## src/rtl/slice_decode_sequencer.sv

```systemverilog
// slice_decode_sequencer: steps one slice through the DC VLD, drain, AC VLD and IDCT phases.
// Every output is a flop, loaded from the next-state value so it is valid in a state's first cycle.
module slice_decode_sequencer #(
   parameter int DC_VLD_LAT = 2,
   parameter int IDCT_TIME  = 12
) (
   input  logic        clock,
   input  logic        reset_n,
   input  logic        slice_start,
   input  logic [31:0] block_num,
   input  logic        ac_vld_done,
   output logic        busy,
   output logic        dc_vld_enable,
   output logic [31:0] dc_vld_counter,
   output logic        ac_vld_enable,
   output logic [31:0] ac_vld_counter,
   output logic        idct_enable,
   output logic [31:0] idct_counter,
   output logic        slice_done,
   output logic        slice_overrun,
   output logic        ac_timeout,
   output logic [31:0] sequence_counter
);
   typedef enum logic [2:0] {IDLE, DC, DC_DRAIN, AC, IDCT, DONE} state_t;
   localparam logic [31:0] DRAIN_LAST = 32'(DC_VLD_LAT - 1);
   state_t      state_q, state_d;
   logic [31:0] nb_q, nb_d;
   logic [31:0] drain_q, drain_d;
   logic [31:0] dc_cnt_q, dc_cnt_d;
   logic [31:0] ac_cnt_q, ac_cnt_d;
   logic [31:0] idct_cnt_q, idct_cnt_d;
   logic [31:0] seq_q, seq_d;
   logic        busy_q, busy_d;
   logic        dc_en_q, dc_en_d;
   logic        ac_en_q, ac_en_d;
   logic        idct_en_q, idct_en_d;
   logic        done_q, done_d;
   logic        ovr_q, ovr_d;
   logic        tmo_q, tmo_d;
   logic [31:0] ac_last, idct_last;
   assign ac_last   = nb_q * 32'd63 - 32'd1;
   assign idct_last = nb_q + 32'(IDCT_TIME) - 32'd1;
   always_comb begin
      state_d = state_q;
      nb_d    = nb_q;
      tmo_d   = tmo_q;
      ovr_d   = slice_start && (state_q != IDLE || block_num == 32'd0);
      case (state_q)
         IDLE: if (slice_start && block_num != 32'd0) begin
            state_d = DC;
            nb_d    = block_num;
            tmo_d   = 1'b0;
         end
         DC:       if (dc_cnt_q == nb_q - 32'd1) state_d = (DC_VLD_LAT == 0) ? AC : DC_DRAIN;
         DC_DRAIN: if (drain_q == DRAIN_LAST) state_d = AC;
         // ac_vld_done takes priority over the timeout on the same cycle
         AC: if (ac_vld_done) state_d = IDCT;
            else if (ac_cnt_q == ac_last) begin
               state_d = IDCT;
               tmo_d   = 1'b1;
            end
         IDCT:    if (idct_cnt_q == idct_last) state_d = DONE;
         DONE:    state_d = IDLE;
         default: state_d = IDLE;
      endcase
      busy_d     = state_d != IDLE;
      dc_en_d    = state_d == DC;
      ac_en_d    = state_d == AC;
      idct_en_d  = state_d == IDCT;
      done_d     = state_d == DONE;
      drain_d    = (state_q == DC_DRAIN && state_d == DC_DRAIN) ? drain_q + 32'd1 : 32'd0;
      dc_cnt_d   = (state_q == DC && state_d == DC) ? dc_cnt_q + 32'd1 : 32'd0;
      ac_cnt_d   = (state_q == AC && state_d == AC) ? ac_cnt_q + 32'd1 : 32'd0;
      idct_cnt_d = (state_q == IDCT && state_d == IDCT) ? idct_cnt_q + 32'd1 : 32'd0;
      seq_d      = (state_q == IDLE || state_d == IDLE) ? 32'd0 : seq_q + 32'd1;
   end
   always_ff @(posedge clock or negedge reset_n) begin
      if (!reset_n) begin
         state_q    <= IDLE;
         nb_q       <= '0;
         drain_q    <= '0;
         dc_cnt_q   <= '0;
         ac_cnt_q   <= '0;
         idct_cnt_q <= '0;
         seq_q      <= '0;
         busy_q     <= 1'b0;
         dc_en_q    <= 1'b0;
         ac_en_q    <= 1'b0;
         idct_en_q  <= 1'b0;
         done_q     <= 1'b0;
         ovr_q      <= 1'b0;
         tmo_q      <= 1'b0;
      end else begin
         state_q    <= state_d;
         nb_q       <= nb_d;
         drain_q    <= drain_d;
         dc_cnt_q   <= dc_cnt_d;
         ac_cnt_q   <= ac_cnt_d;
         idct_cnt_q <= idct_cnt_d;
         seq_q      <= seq_d;
         busy_q     <= busy_d;
         dc_en_q    <= dc_en_d;
         ac_en_q    <= ac_en_d;
         idct_en_q  <= idct_en_d;
         done_q     <= done_d;
         ovr_q      <= ovr_d;
         tmo_q      <= tmo_d;
      end
   end
   assign busy             = busy_q;
   assign dc_vld_enable    = dc_en_q;
   assign dc_vld_counter   = dc_cnt_q;
   assign ac_vld_enable    = ac_en_q;
   assign ac_vld_counter   = ac_cnt_q;
   assign idct_enable      = idct_en_q;
   assign idct_counter     = idct_cnt_q;
   assign slice_done       = done_q;
   assign slice_overrun    = ovr_q;
   assign ac_timeout       = tmo_q;
   assign sequence_counter = seq_q;
endmodule

```

## config.mk

```make
export PLATFORM = sky130hd
export DESIGN_NAME = slice_decode_sequencer
export DESIGN_NICKNAME = d
export VERILOG_FILES = /design/src/rtl/slice_decode_sequencer.sv
export SDC_FILE = /design/constraint.sdc
export NUM_CORES = 1
export LEC_CHECK = 0
export CAP_MARGIN = 0
export CORE_UTILIZATION = 53
export DETAILED_ROUTE_END_ITERATION = 16
export PLACE_DENSITY = 0.89
export RECOVER_POWER = 25
export SLEW_MARGIN = 20
export SYNTH_ARGS = -nofsm -noshare
export SYNTH_HDL_FRONTEND = slang
export SYNTH_SLANG_ARGS = --single-unit
```

## constraint.sdc

```tcl
create_clock -name clock -period 5.62 [get_ports clock]
set_clock_uncertainty 0.05 [all_clocks]
set_input_delay 0.562 -clock clock [delete_from_list [all_inputs] [get_ports clock]]
set_output_delay 0.562 -clock clock [all_outputs]
set_load 0.005 [all_outputs]
```

==> impl_results.md <==
- Vias per cell: 5.98
- Root Driver: clkbuf_16
- Grt met2 use: 0.533
- DRC: 0
- GRT overflow: 0
- Yosys cell types: 73
- GRT Max-Usage Layer: met2
- Share of the synthesized area in the top cell type: 0.292
- Seq cells post-synth: 202
- Antenna viol nets, final: 0
- Yosys top cell by area: dfrtp_1
- Share of cells above drive strength 1: 0.178
- Min cycle time layout: 5.66 ns
- Least-Margin Pin Slew: 4.46 ns
- Max H-tree Level: 1
- CTS tree: built
- Vias in the first global route: 15,800
- Met1 GRT Util: 0.435
- Drt initial violations: 1,482
- Initial antenna violation count: 1
- Worst setup margin: -0.0415 ns
- R2R depth: 19
- Flop-to-flop setup slack: -0.04 ns
- DIE AREA: 33,400 um^2
- Most frequent CP cell: fa_1
- RePlAce Congestion: 0.966
- Ant diodes: 0
- Hold depth: 1
- Number of I/O port buffers: 170
- Crit path DAT: 5.99 ns
- Maximum buffer depth of the clock tree: 3
- Area growth syn-to-layout: 28.3%
- Site Rows: 65
- Clock sinks: 202
- M3 GR Usage: 0.0505
- Total Nets Final: 2,456
- Overall track demand over capacity in global routing: 0.323
- Synth area leaders: dfrtp_1, fa_1, xor2_1
- Failing checks: capacitance limit, slew limit, setup timing
- Synth Instances: 1,865
- Final Hold Fails: 0
- HP Start: sequence_counter[0]
- # setup viols final: 19
- Outcome: finished with violations
- Post-detailed-placement half-perimeter wirelength: 40,000 um
- Worst-path clk slew: 0.07 ns
- Mapped cell area: 17,300 um^2
- Drt wl/cell: 20.5 um
- Prevailing post-synth register cell: dfrtp_1
- Largest net degree at the start of global routing: 96
- Max stage delay on crit path: 0.57 ns
- Clk Latency, worst-skew pair: 0.54 ns
- Setup CP Type: flop to flop
- Syn Nets: 2,114
- Core Region: 31,800 um^2
- Pre-CTS WS: -0.136 ns
- Asr flop ratio synth: 1.00
- R2R Path End: state_q[0]
- Min-Delay Path Class: flop to flop
- CP Max Fanout: 7
- Starting Density: 0.544
- RSZ-0062 raised after global routing: true
- Post-synth EDFFs: 0
- TritonCTS Buffers: 23
- Period utilization: 1.01
- Num ports: 171
- Part of the Yosys area used for sequential elements: 0.292
- Crit path launch type: flop
- Setup TNS: -0.393 ns
- Routed WL: 54,400 um
- Via Count: 15,900
- Hold EP: sequence_counter[0]
- Max-cap violations: 1
- Chip width: 183 um
- Router iterations before antenna repair: 6
- Mapped Avg Cell Area: 9.27 um^2
- Worst reg2reg path startpoint: nb_q[5]
- WP data required: 5.95 ns
- Wire length of the first global-routing pass: 84,900 um
- Max Slew Vio Count: 96
- Slowest cell on the critical path: fa_1
- YS warnings: 0
- Die H: 183 um
- CP endpoint kind: flop
- Crit-path cells: buf_4 -> buf_4 -> inv_1 -> ha_1 -> fa_1 -> fa_1 -> inv_1 -> fa_1 -> ha_4 -> nand4_1 -> a211o_1 -> and2_4 -> mux2_4 -> a21oi_1 -> or4b_4 -> nor4_4 -> buf_6 -> buf_6 -> o211ai_1
- Fmax: 177 MHz
- Slew Limit Headroom: -1.98
stage by stage:
| stage | utilization | instances | instance area, um^2 | hold slack [ns] |
|---|---|---|---|---|
| after floorplan | - | 1865 | 17300 | 0.216 |
| after global placement | 0.645 | 2570 | 20500 | 0.454 |
| after detailed placement | 0.645 | 2570 | 20500 | 0.451 |
| after CTS | 0.686 | 2634 | 21800 | 0.101 |
| after global routing | 0.698 | 2655 | 22200 | 0.516 |
| final | 0.698 | 2655 | 22200 | 0.471 |
flip-flops by register name (all words and copies together), names as in the netlist:
name and count:
idct_enable 1, slice_done 1, dc_vld_counter 32, sequence_counter 32
ac_vld_counter 32, slice_overrun 1, idct_counter 32, dc_vld_enable 1
nb_q 32, state_q 3, busy 1, ac_vld_enable 1
drain_q 32, ac_timeout 1
layout make-up:
cell class,instances,area [um^2]
fillers,2247,9610
clock inverters,6,33.8
repair buffers,378,3320
well taps,435,544
inverters,175,657
flip-flops and latches,202,5080
multi-input cells,1427,11900
clock buffers,32,659
cell families after synthesis:
| kind of cell | share of synthesized area |
|---|---|
| flops | 0.292 |
| simple gates | 0.194 |
| compound gates | 0.0826 |
| buf+inv | 0.0537 |
| mux | 0.0310 |
| xor+xnor | 0.145 |
| fa+ha+maj | 0.201 |
synth_stat cells (33+ instances only):
cell      count
and3_1       47
nand2_1     131
a21oi_1      57
clkbuf_1     41
fa_1        109
xnor2_1     126
nand4_1      54
xor2_1      157
nor3_1       91
inv_1       175
nor2_1      141
nand3_1      81
ha_1        104
o21ai_0      36
dfrtp_1     202
mux2_2       33
timing repair:
item | CTS | global route
cloned | 2 | 0
setup buffers | 24 | 22
pin swaps | 16 | 43
hold buffers | 0 | 0
endpoints found under the setup margin | 38 | 38
gates resized for setup | 77 | 61
worst max path at each step:
stage / end / slack, ns / startpoint
after global routing: state_q[0] / -0.27 / nb_q[6]
final: state_q[0] / -0.04 / nb_q[5]
after global placement: state_q[2] / -0.02 / nb_q[17]
after CTS: ac_vld_counter[3] / 0.0006 / nb_q[9]
after detailed placement: ac_timeout / -0.14 / nb_q[17]
after floorplan: state_q[1] / 0.03 / nb_q[2]
cells in the final DEF, fill, tap and decap left out, drive strengths merged, types with 12 or more instances in the layout:
master / count
dfrtp: 202
o21a: 12
a31oi: 13
ha: 104
nand4: 54
clkdlybuf4s50: 169
xor2: 157
nand2: 131
buf: 206
inv: 176
and2: 17
o21ai: 40
nor3: 91
xnor2: 126
and4: 14
nor2: 141
or3: 17
mux2: 34
fa: 109
mux2i: 15
nand3: 81
nor4: 32
and3: 47
clkbuf: 34
a21oi: 58
critical path, delay by kind of cell (launching register included):
kind | cells | cell delay (ns)
AO/OA/AOI/OAI | 3 | 0.53
buffers and inverters | 6 | 0.75
flip-flops | 1 | 0.43
multiplexers | 1 | 0.30
AND/OR/NAND/NOR | 4 | 1.22
adder cells (fa/ha/maj) | 5 | 2.19
metal layers:
metal  up-vias  part of all wire  wire, um
met5         -                 0         0
met3       177             0.088      4780
met1      7845              0.40     22000
li1       7048                 -         -
met4         0             0.033      1770
met2       797              0.48     25900
Power is not shown: default switching activity piles up to over one toggle a cycle in this logic, so the estimate is an artifact.
